### config.mk
export PLATFORM = sky130hd
export DESIGN_NAME = ps2_keymap_rx
export DESIGN_NICKNAME = d
export VERILOG_FILES = /design/src/rtl/ps2_keymap_rx.sv
export SDC_FILE = /design/constraint.sdc
export NUM_CORES = 1
export LEC_CHECK = 0
export CORE_UTILIZATION = 65
export CTS_CLUSTER_DIAMETER = 120
export DETAILED_ROUTE_END_ITERATION = 7
export DONT_BUFFER_PORTS = 1
export GPL_TIMING_DRIVEN = 0
export PLACE_DENSITY = 0.81
export SYNTH_ARGS = -nofsm -noshare
export SYNTH_HDL_FRONTEND = slang
export SYNTH_SLANG_ARGS = --single-unit
### constraint.sdc
create_clock -name clk -period 3.4 [get_ports clk]
set_input_delay 0.34 -clock clk [delete_from_list [all_inputs] [get_ports clk]]
set_output_delay 0.34 -clock clk [all_outputs]
set_load 0.1 [all_outputs]
### src/rtl/ps2_keymap_rx.sv
// rtl/ps2_keymap_rx.sv - PS/2 keyboard receiver with E0/F0 scancode decoding and held-key bitmap
module ps2_keymap_rx #(
  parameter int FILTER_LEN     = 4,
  parameter int TIMEOUT_CYCLES = 50000
) (
  input  logic        clk,
  input  logic        reset,
  input  logic        PS2_CLK,
  input  logic        PS2_DATA,
  output logic [31:0] key_word,
  output logic        scan_valid,
  output logic [7:0]  scan_code,
  output logic        scan_ext,
  output logic        scan_brk,
  output logic        frame_err
);

  localparam int FW = $clog2(FILTER_LEN + 1);
  localparam int WW = $clog2(TIMEOUT_CYCLES + 1);

  typedef enum logic [1:0] {IDLE, DATA, PARITY, STOP} state_t;

  logic [1:0]    clk_sync;
  logic [1:0]    data_sync;
  logic          clk_filt;
  logic [FW-1:0] filt_cnt;
  logic          filt_flip;
  logic          fall;

  state_t        state;
  logic [2:0]    bit_cnt;
  logic [7:0]    shreg;
  logic          par_ok;
  logic          ext_flag;
  logic          brk_flag;
  logic [WW-1:0] wd;
  logic [9:0]    key_bits;
  logic [4:0]    hit;

  // Both pins idle high, so the synchronisers reset to 1 to avoid a fake edge.
  always_ff @(posedge clk) begin
    if (reset) begin
      clk_sync  <= 2'b11;
      data_sync <= 2'b11;
    end else begin
      clk_sync  <= {clk_sync[0], PS2_CLK};
      data_sync <= {data_sync[0], PS2_DATA};
    end
  end

  assign filt_flip = (clk_sync[1] != clk_filt) && (filt_cnt == FW'(FILTER_LEN - 1));
  assign fall      = filt_flip && clk_filt;

  always_ff @(posedge clk) begin
    if (reset) begin
      clk_filt <= 1'b1;
      filt_cnt <= '0;
    end else if (clk_sync[1] == clk_filt) begin
      filt_cnt <= '0;
    end else if (filt_flip) begin
      clk_filt <= clk_sync[1];
      filt_cnt <= '0;
    end else begin
      filt_cnt <= filt_cnt + 1'b1;
    end
  end

  // Returns {hit, bit index}; the E0 prefix is part of the match key.
  function automatic logic [4:0] key_lookup(input logic ext, input logic [7:0] code);
    logic [4:0] r;
    r = 5'd0;
    case ({ext, code})
      9'h175:  r = {1'b1, 4'd0};
      9'h172:  r = {1'b1, 4'd1};
      9'h16B:  r = {1'b1, 4'd2};
      9'h174:  r = {1'b1, 4'd3};
      9'h029:  r = {1'b1, 4'd4};
      9'h05A:  r = {1'b1, 4'd5};
      9'h01D:  r = {1'b1, 4'd6};
      9'h01C:  r = {1'b1, 4'd7};
      9'h01B:  r = {1'b1, 4'd8};
      9'h023:  r = {1'b1, 4'd9};
      default: r = 5'd0;
    endcase
    return r;
  endfunction

  assign hit      = key_lookup(ext_flag, shreg);
  assign key_word = {22'd0, key_bits};

  always_ff @(posedge clk) begin
    if (reset) begin
      state      <= IDLE;
      bit_cnt    <= 3'd0;
      shreg      <= 8'd0;
      par_ok     <= 1'b0;
      ext_flag   <= 1'b0;
      brk_flag   <= 1'b0;
      wd         <= '0;
      key_bits   <= 10'd0;
      scan_valid <= 1'b0;
      scan_code  <= 8'd0;
      scan_ext   <= 1'b0;
      scan_brk   <= 1'b0;
      frame_err  <= 1'b0;
    end else begin
      scan_valid <= 1'b0;
      frame_err  <= 1'b0;
      if (state == IDLE || fall) wd <= '0;
      else                       wd <= wd + 1'b1;

      if (fall) begin
        unique case (state)
          IDLE: begin
            if (!data_sync[1]) begin
              state   <= DATA;
              bit_cnt <= 3'd0;
            end
          end
          DATA: begin
            shreg   <= {data_sync[1], shreg[7:1]};
            bit_cnt <= bit_cnt + 3'd1;
            if (bit_cnt == 3'd7) state <= PARITY;
          end
          PARITY: begin
            par_ok <= ^{shreg, data_sync[1]};
            state  <= STOP;
          end
          STOP: begin
            state <= IDLE;
            if (data_sync[1] && par_ok) begin
              if (shreg == 8'hE0) begin
                ext_flag <= 1'b1;
              end else if (shreg == 8'hF0) begin
                brk_flag <= 1'b1;
              end else begin
                scan_valid <= 1'b1;
                scan_code  <= shreg;
                scan_ext   <= ext_flag;
                scan_brk   <= brk_flag;
                ext_flag   <= 1'b0;
                brk_flag   <= 1'b0;
                if (hit[4]) key_bits[hit[3:0]] <= ~brk_flag;
              end
            end else begin
              frame_err <= 1'b1;
              ext_flag  <= 1'b0;
              brk_flag  <= 1'b0;
            end
          end
          default: state <= IDLE;
        endcase
      end else if (state != IDLE && wd == WW'(TIMEOUT_CYCLES - 1)) begin
        // Keyboard stalled mid-frame: drop the partial byte and any pending prefix.
        frame_err <= 1'b1;
        state     <= IDLE;
        ext_flag  <= 1'b0;
        brk_flag  <= 1'b0;
      end
    end
  end

endmodule

==> results of run 1 <==
-- cells by family (layout without fill, tap and decap cells) --
group / Yosys count / after routing / share of synthesized area [%]
fa+ha+maj: 9 / 9 / 3.629
buf+inv: 51 / 66 / 9.556
mux: 5 / 5 / 1.613
xor+xnor: 17 / 17 / 5.242
simple gates: 133 / 133 / 22.98
other cells: 1 / 22 / 0.1209
flops: 62 / 62 / 40.00
compound gates: 77 / 77 / 16.86
-- worst max-delay path, delay by kind of cell, from the launching register on --
kind	cells	cell delay (ns)
compound gates	3	0.89
simple gates	2	0.63
fa+ha+maj	2	0.34
flops	1	0.33
buf+inv	1	0.24
-- power groups by stage --
stage / registers, mW / clock network [mW] / logic (mW)
after floorplan: 0.746 / 0 / 0.137
after global placement: 0.747 / 0 / 0.142
after detailed placement: 0.747 / 0 / 0.142
after CTS: 0.730 / 0.670 / 0.142
after global routing: 0.730 / 0.703 / 0.147
final: 0.731 / 0.661 / 0.143
-- metal layers --
layer / share of wire (%) / routed length (um) / vias to the layer above
li1: - / - / 1271
met1: 46 / 2969 / 1195
met2: 47 / 3049 / 69
met3: 5.1 / 327 / 10
met4: 1.2 / 80 / 0
met5: 0 / 0 / -
-- metrics by stage --
stage	hold slack [ns]	util, %	setup slack (ns)	cell area [um2]
after floorplan	0.3895	-	1.380	3182
after global placement	0.3914	72.57	1.038	3247
after detailed placement	0.3958	72.57	0.9680	3247
after CTS	0.1009	77.21	0.9224	3455
after global routing	0.1006	77.21	0.7268	3455
final	0.1064	77.21	0.8974	3455
-- worst paths after layout --
kind | to | cells past startpoint
max | state[1]$_SDFFE_PP0P_ | 8
min | data_sync[0]$_SDFF_PP1_ | 1
min reg2reg | clk_sync[1]$_SDFF_PP1_ | 1
max reg2reg | state[1]$_SDFFE_PP0P_ | 8
-- cells in the mapped netlist (all sizes together) (9+ instances only) --
cell	number
inv	9
nand3	12
or3	10
ha	9
nor2	21
dfxtp	62
clkbuf	12
buf	30
o21ai	22
nand2	41
a21oi	30
-- registers in the layout, indices dropped and copies added (netlist names), 2 cells and up --
name	cells
wd	16
scan_code	8
filt_cnt	3
shreg	8
state	2
bit_cnt	3
clk_sync	2
data_sync	2
key_bits	10
-- layout make-up --
| type | count | area share (%) |
|---|---|---|
| Inverter | 9 | 0.9779 |
| Buffer | 42 | 7.606 |
| Clock buffer | 12 | 4.781 |
| Tap cell | 52 | 1.883 |
| Multi-Input combinational cell | 263 | 47.59 |
| Sequential cell | 62 | 35.93 |
| Clock inverter | 3 | 1.231 |
==> flow_results.xml, run 1 <==
<?xml version="1.0" encoding="UTF-8"?>
<metrics>
  <group name="run_status">
    <metric name="result_of_the_run" unit="">complete, but fails checks</metric>
    <metric name="violated_checks" unit="">design-rule violations</metric>
  </group>
  <group name="worst_setup_path">
    <metric name="setup.worst_path.end_class" unit="">register</metric>
    <metric name="critPathMaxStageDelay" unit="ns">0.58</metric>
    <metric name="critPathLaunch" unit="">filt_cnt[0]$_SDFF_PP0_</metric>
    <metric name="regToRegStartpoint" unit="">filt_cnt[0]$_SDFF_PP0_</metric>
    <metric name="timing.critical_path.slowest_stage_cell" unit="">sky130_fd_sc_hd__a21boi_0</metric>
    <metric name="crit_arrival" unit="ns">2.77</metric>
    <metric name="r2r_setup_slack" unit="ns">0.90</metric>
    <metric name="crit_fanout" unit="">10</metric>
    <metric name="critPathLaunchType" unit="">register</metric>
    <metric name="critical_path_required" unit="ns">3.67</metric>
    <metric name="crit_path_kind" unit="">register to register</metric>
    <metric name="timing.critical_path.cells" unit="">ha_1 &gt; ha_1 &gt; and3b_1 &gt; buf_2 &gt; a21boi_0 &gt; a21oi_1 &gt; or3_1 &gt; a21oi_1</metric>
  </group>
  <group name="worst_hold_path">
    <metric name="timing.hold.worst.start" unit="">PS2_DATA</metric>
    <metric name="hold_path.class" unit="">input pin to register</metric>
  </group>
  <group name="global_routing">
    <metric name="overflow" unit="">0</metric>
    <metric name="antenna_found_initial" unit="">0</metric>
    <metric name="globalRouteMet3Util" unit="%">6.980</metric>
    <metric name="largest_net_degree_at_the_start_of_global_routing" unit="">11</metric>
    <metric name="gr-usage-all-layers" unit="%">27.25</metric>
    <metric name="number_of_global_route_vias_before_repair" unit="">2256</metric>
    <metric name="grtUsageMet2" unit="%">43.70</metric>
    <metric name="use_met1" unit="%">36.65</metric>
    <metric name="global_route.peak_usage_layer" unit="">met2</metric>
    <metric name="grt_pass1_wl" unit="um">10760</metric>
  </group>
  <group name="timing">
    <metric name="final_worst_path_period_share" unit="%">73.61</metric>
    <metric name="relSlewSlack" unit="%">32.31</metric>
    <metric name="number_of_max_slew_violations_in_the_final_report" unit="">0</metric>
    <metric name="worst_pin_slew" unit="ns">1.014</metric>
    <metric name="achievable-frequency" unit="GHz">0.3996</metric>
    <metric name="timing.clock.skew" unit="ns">0.006435</metric>
    <metric name="fin_crit" unit="ns">2.503</metric>
    <metric name="unrepaired_setup_endpoints_after_global_routing" unit="">false</metric>
    <metric name="final.setup.tns" unit="ns">0</metric>
    <metric name="timing.final.setup_violations" unit="">0</metric>
    <metric name="report.final.hold_viol_count" unit="">0</metric>
  </group>
  <group name="layout">
    <metric name="seqCellArea" unit="um2">1241</metric>
    <metric name="most_used_cells_in_the_layout_excluding_fill_and_tap_cells" unit="">sky130_fd_sc_hd__dfxtp_1 (62), sky130_fd_sc_hd__nand2_1 (41), sky130_fd_sc_hd__a21oi_1 (30)</metric>
    <metric name="final_cell_count_no_fill" unit="">443</metric>
    <metric name="num_antenna_cells" unit="">0</metric>
    <metric name="num-nets-final" unit="">400</metric>
    <metric name="multiInputGateArea" unit="um2">1644</metric>
    <metric name="post_route_cells_drive_above_1_share" unit="%">15.86</metric>
    <metric name="n_fill_cell" unit="">338</metric>
    <metric name="syn_to_final_growth" unit="%">11.33</metric>
    <metric name="most_common_cell_after_layout_fill_and_taps_aside" unit="">sky130_fd_sc_hd__dfxtp_1</metric>
  </group>
  <group name="routing">
    <metric name="routed_wire_length_per_instance" unit="um">14.51</metric>
    <metric name="vias" unit="">2545</metric>
    <metric name="drt_pass1_iterations" unit="">6</metric>
    <metric name="post-route-drc-count" unit="">4</metric>
    <metric name="drt_iter0_markers" unit="">166</metric>
    <metric name="vias_per_cell" unit="">5.745</metric>
    <metric name="postRouteAntennaNets" unit="">0</metric>
    <metric name="detail_route.wirelength" unit="um">6426</metric>
  </group>
  <group name="placement">
    <metric name="buffer_ports.inserted" unit="">0</metric>
    <metric name="dp.final_hpwl" unit="um">4455</metric>
    <metric name="routabilityCongestion" unit="">0.8488</metric>
    <metric name="place_inst" unit="">428</metric>
  </group>
  <group name="clock_tree">
    <metric name="cts_root_buffer" unit="">sky130_fd_sc_hd__clkbuf_8</metric>
    <metric name="cts.repair.resized" unit="">0</metric>
    <metric name="tritoncts" unit="">done</metric>
    <metric name="tritoncts_num_sinks" unit="">62</metric>
    <metric name="clock_path_buffers" unit="">2</metric>
    <metric name="cts.reportedPaths.clkPinSlew" unit="ns">0.07</metric>
    <metric name="cts_hold_buf" unit="">0</metric>
    <metric name="cts.htree.levels" unit="">3</metric>
    <metric name="cts_buffers" unit="">9</metric>
    <metric name="clock_latency" unit="ns">0.34</metric>
    <metric name="cts_post_setup_buffers_inserted" unit="">0</metric>
  </group>
  <group name="power_and_ir_drop">
    <metric name="switching_share" unit="%">25.45</metric>
    <metric name="power.sequential.fraction" unit="%">47.6</metric>
    <metric name="power.density" unit="nW/um2">444.1</metric>
    <metric name="p_int" unit="mW">1.144</metric>
    <metric name="comb_power_share" unit="%">9.3</metric>
    <metric name="power.switching" unit="mW">0.3904</metric>
    <metric name="power_frac_clock" unit="%">43.1</metric>
    <metric name="total_power" unit="mW">1.534</metric>
    <metric name="max-vdd-ir-drop" unit="V">0.0003893</metric>
    <metric name="power.static_leakage" unit="nW">1.273</metric>
  </group>
  <group name="logic_synthesis">
    <metric name="area_leader_netlist" unit="">sky130_fd_sc_hd__dfxtp_1</metric>
    <metric name="syn_area" unit="um2">3103</metric>
    <metric name="yosys-top-cells-area" unit="">sky130_fd_sc_hd__dfxtp_1 (40%), sky130_fd_sc_hd__buf_4 (5.3%), sky130_fd_sc_hd__nand2_1 (5.0%)</metric>
    <metric name="syn_area_per_cell" unit="um2">8.741</metric>
    <metric name="synth-edff-count" unit="">0</metric>
    <metric name="postSynthCellCount" unit="">355</metric>
    <metric name="ys_seq_area_share" unit="%">40.00</metric>
    <metric name="synthesis.yosys.warnings" unit="">0</metric>
    <metric name="synth_async_sr_flop_share" unit="%">0</metric>
    <metric name="synthDistinctLibCells" unit="">56</metric>
    <metric name="yosys.area.top_type_share" unit="%">40.00</metric>
    <metric name="synth_ff_type" unit="">sky130_fd_sc_hd__dfxtp_1</metric>
    <metric name="flip_flop_and_latch_count_after_synthesis" unit="">62</metric>
  </group>
  <group name="die">
    <metric name="die_height" unit="um">71.09</metric>
    <metric name="die_area" unit="um2">5054</metric>
    <metric name="initial_core_utilization" unit="%">69.35</metric>
    <metric name="num_io_pins" unit="">48</metric>
    <metric name="die_w" unit="um">71.09</metric>
    <metric name="num_rows" unit="">24</metric>
    <metric name="design.core.area" unit="um2">4474</metric>
  </group>
  <group name="job">
    <metric name="drv_cap" unit="">0</metric>
  </group>
</metrics>
Note: power is estimated with default switching activity, not from simulation.
==> run 2, diff against run 1 <==
- CORE_UTILIZATION: 65 -> 57
- PLACE_DENSITY: 0.81 -> 0.75
- clock period: 3.4 -> 2.08 ns (I/O delays scaled with it)
==> run 2 against run 1 <==
Count of clock-buffer cells in the layout stayed put. Highest routed layer unchanged. The flow now finishes without violations. Sequential power is 64% higher. Utilization is 5.0 points lower. Setup slack worse by 0.88 ns. Via count is 4.0% higher. Clock power is 77% higher.
==> flow_results.xml, run 2 (synthesized netlist as in run 1, its figures left out) <==
<?xml version="1.0" encoding="UTF-8"?>
<metrics>
  <group name="layout">
    <metric name="num_antenna_cells" unit="">0</metric>
    <metric name="most_used_cells_in_the_layout_excluding_fill_and_tap_cells" unit="">sky130_fd_sc_hd__dfxtp_1 (59), sky130_fd_sc_hd__nand2_1 (40), sky130_fd_sc_hd__buf_4 (35)</metric>
    <metric name="post_route_cells_drive_above_1_share" unit="%">23.53</metric>
    <metric name="num-nets-final" unit="">416</metric>
    <metric name="multiInputGateArea" unit="um2">1753</metric>
    <metric name="seqCellArea" unit="um2">1245</metric>
    <metric name="final_cell_count_no_fill" unit="">478</metric>
    <metric name="register_with_the_most_flip_flops" unit="">wd</metric>
    <metric name="n_fill_cell" unit="">405</metric>
    <metric name="post-route-util" unit="%">72.21</metric>
    <metric name="most_common_cell_after_layout_fill_and_taps_aside" unit="">sky130_fd_sc_hd__dfxtp_1</metric>
    <metric name="syn_to_final_growth" unit="%">20.36</metric>
    <metric name="flip_flop_count_of_the_largest_register_all_copies_and_words_added" unit="">16</metric>
    <metric name="top_flop_regs" unit="">wd (16), key_bits (10)</metric>
  </group>
  <group name="timing">
    <metric name="relSlewSlack" unit="%">33.16</metric>
    <metric name="achievable-frequency" unit="GHz">0.4854</metric>
    <metric name="timing.clock.skew" unit="ns">0.003711</metric>
    <metric name="report.final.hold_viol_count" unit="">0</metric>
    <metric name="final_worst_path_period_share" unit="%">99.04</metric>
    <metric name="timing.final.setup_violations" unit="">0</metric>
    <metric name="unrepaired_setup_endpoints_after_global_routing" unit="">true</metric>
    <metric name="number_of_max_slew_violations_in_the_final_report" unit="">0</metric>
    <metric name="worst_pin_slew" unit="ns">1.001</metric>
    <metric name="fin_crit" unit="ns">2.060</metric>
  </group>
  <group name="worst_setup_path">
    <metric name="crit_arrival" unit="ns">2.32</metric>
    <metric name="path_buf_inv" unit="">1</metric>
    <metric name="critPathMaxStageDelay" unit="ns">0.40</metric>
    <metric name="r2r_setup_slack" unit="ns">0.02</metric>
    <metric name="critPathLaunchType" unit="">register</metric>
    <metric name="crit_fanout" unit="">6</metric>
    <metric name="timing.critical_path.slowest_stage_cell" unit="">sky130_fd_sc_hd__or3b_4</metric>
    <metric name="timing.critical_path.cells" unit="">buf_6 &gt; or3b_4 &gt; a2111oi_4 &gt; nor3b_4 &gt; a21oi_2 &gt; a311oi_2</metric>
    <metric name="setup.worst_path.end_class" unit="">register</metric>
    <metric name="crit_path_kind" unit="">register to register</metric>
    <metric name="critical-path-top-delay-family" unit="">compound AO/OA/AOI/OAI gates</metric>
    <metric name="critical_path_required" unit="ns">2.34</metric>
  </group>
  <group name="global_routing">
    <metric name="gr-usage-all-layers" unit="%">24.33</metric>
    <metric name="overflow" unit="">0</metric>
    <metric name="antenna_found_initial" unit="">0</metric>
    <metric name="number_of_global_route_vias_before_repair" unit="">2256</metric>
    <metric name="grt_pass1_wl" unit="um">10290</metric>
    <metric name="largest_net_degree_at_the_start_of_global_routing" unit="">11</metric>
  </group>
  <group name="clock_tree">
    <metric name="clock_latency" unit="ns">0.35</metric>
    <metric name="tritoncts" unit="">done</metric>
    <metric name="cts.reportedPaths.clkPinSlew" unit="ns">0.07</metric>
    <metric name="tritoncts_num_sinks" unit="">62</metric>
    <metric name="cts_root_buffer" unit="">sky130_fd_sc_hd__clkbuf_8</metric>
    <metric name="cts.htree.levels" unit="">3</metric>
    <metric name="cts_buffers" unit="">9</metric>
    <metric name="clock_path_buffers" unit="">2</metric>
  </group>
  <group name="routing">
    <metric name="m1WireLength" unit="um">3066</metric>
    <metric name="length_of_routed_met3_wiring" unit="um">304</metric>
    <metric name="detail_route.wirelength" unit="um">6881</metric>
    <metric name="vias" unit="">2647</metric>
    <metric name="highest_layer" unit="">met4</metric>
    <metric name="routed_wire_length_per_instance" unit="um">14.40</metric>
    <metric name="drt_pass1_iterations" unit="">4</metric>
    <metric name="drt_iter0_markers" unit="">174</metric>
    <metric name="met2WireLength" unit="um">3328</metric>
    <metric name="post-route-drc-count" unit="">0</metric>
    <metric name="postRouteAntennaNets" unit="">0</metric>
    <metric name="vias_per_cell" unit="">5.538</metric>
  </group>
  <group name="die">
    <metric name="initial_core_utilization" unit="%">59.99</metric>
    <metric name="die_area" unit="um2">5743</metric>
    <metric name="die_w" unit="um">75.78</metric>
    <metric name="num_rows" unit="">26</metric>
    <metric name="design.core.area" unit="um2">5172</metric>
    <metric name="num_io_pins" unit="">48</metric>
    <metric name="die_height" unit="um">75.78</metric>
  </group>
  <group name="power_and_ir_drop">
    <metric name="power.density" unit="nW/um2">695.6</metric>
    <metric name="power.static_leakage" unit="nW">1.372</metric>
    <metric name="max-vdd-ir-drop" unit="V">0.0004074</metric>
  </group>
  <group name="job">
    <metric name="drv_cap" unit="">0</metric>
  </group>
  <group name="placement">
    <metric name="buffer_ports.inserted" unit="">0</metric>
    <metric name="routabilityCongestion" unit="">0.8593</metric>
    <metric name="dp.final_hpwl" unit="um">4358</metric>
    <metric name="place_inst" unit="">446</metric>
  </group>
  <group name="run_status">
    <metric name="result_of_the_run" unit="">completed</metric>
  </group>
  <group name="worst_hold_path">
    <metric name="hold_path.class" unit="">input pin to register</metric>
  </group>
</metrics>
-- run 2: power by group --
| part | internal [mW] | leakage (nW) | switching, mW | total (mW) |
|---|---|---|---|---|
| logic | 0.0395 | 0.760 | 0.198 | 0.238 |
| registers | 1.19 | 0.502 | 0.00377 | 1.20 |
| clock network | 0.704 | 0.110 | 0.461 | 1.17 |
-- run 2: worst paths after layout --
path	from	end	cells past startpoint
worst max register to register	shreg[3]$_SDFFE_PP0P_	key_bits[9]$_SDFFE_PP0P_	6
worst min register to register	clk_sync[0]$_SDFF_PP1_	clk_sync[1]$_SDFF_PP1_	1
worst min-delay path	reset	clk_sync[1]$_SDFF_PP1_	2
worst max-delay path	shreg[3]$_SDFFE_PP0P_	key_bits[9]$_SDFFE_PP0P_	6
-- run 2: area by class of cell --
class | instances | share of cell area (%)
multi-input combinational | 263 | 46.93
sequential | 62 | 33.33
buffer | 42 | 7.270
clock buffer | 12 | 3.886
timing repair buffer | 16 | 3.451
tap | 70 | 2.345
clock inverter | 4 | 1.876
inverter | 9 | 0.9045
-- run 2: routing by layer --
metal  vias to the layer above  track usage (%)
met5                         -                0
met4                         0            13.17
met3                        15            6.085
met2                        72            36.77
met1                      1253            31.84
li1                       1307                -
-- run 2: metrics by stage --
step | worst slack (ns) | cell area, um2 | power, mW | hold WS, ns | TNS [ns]
global placement | -0.2764 | 3269 | 1.452 | 0.3128 | -2.833
floorplan | 0.06027 | 3182 | 1.444 | 0.3118 | 0
detailed placement | -0.3625 | 3269 | 1.452 | 0.3155 | -4.571
CTS | -0.01668 | 3561 | 2.605 | 0.3451 | -0.01668
finish | 0.01994 | 3735 | 2.598 | 0.3443 | 0
global route | -0.07056 | 3735 | 2.676 | 0.3852 | -0.1939
-- run 2: what timing repair did --
item / CTS / global route
pin swaps: 5 / 13
buffers inserted: 1 / 13
endpoints found under the hold margin: 2 / 0
hold buffers: 2 / 0
resized for setup: 12 / 20
endpoints found under the setup margin: 26 / 28
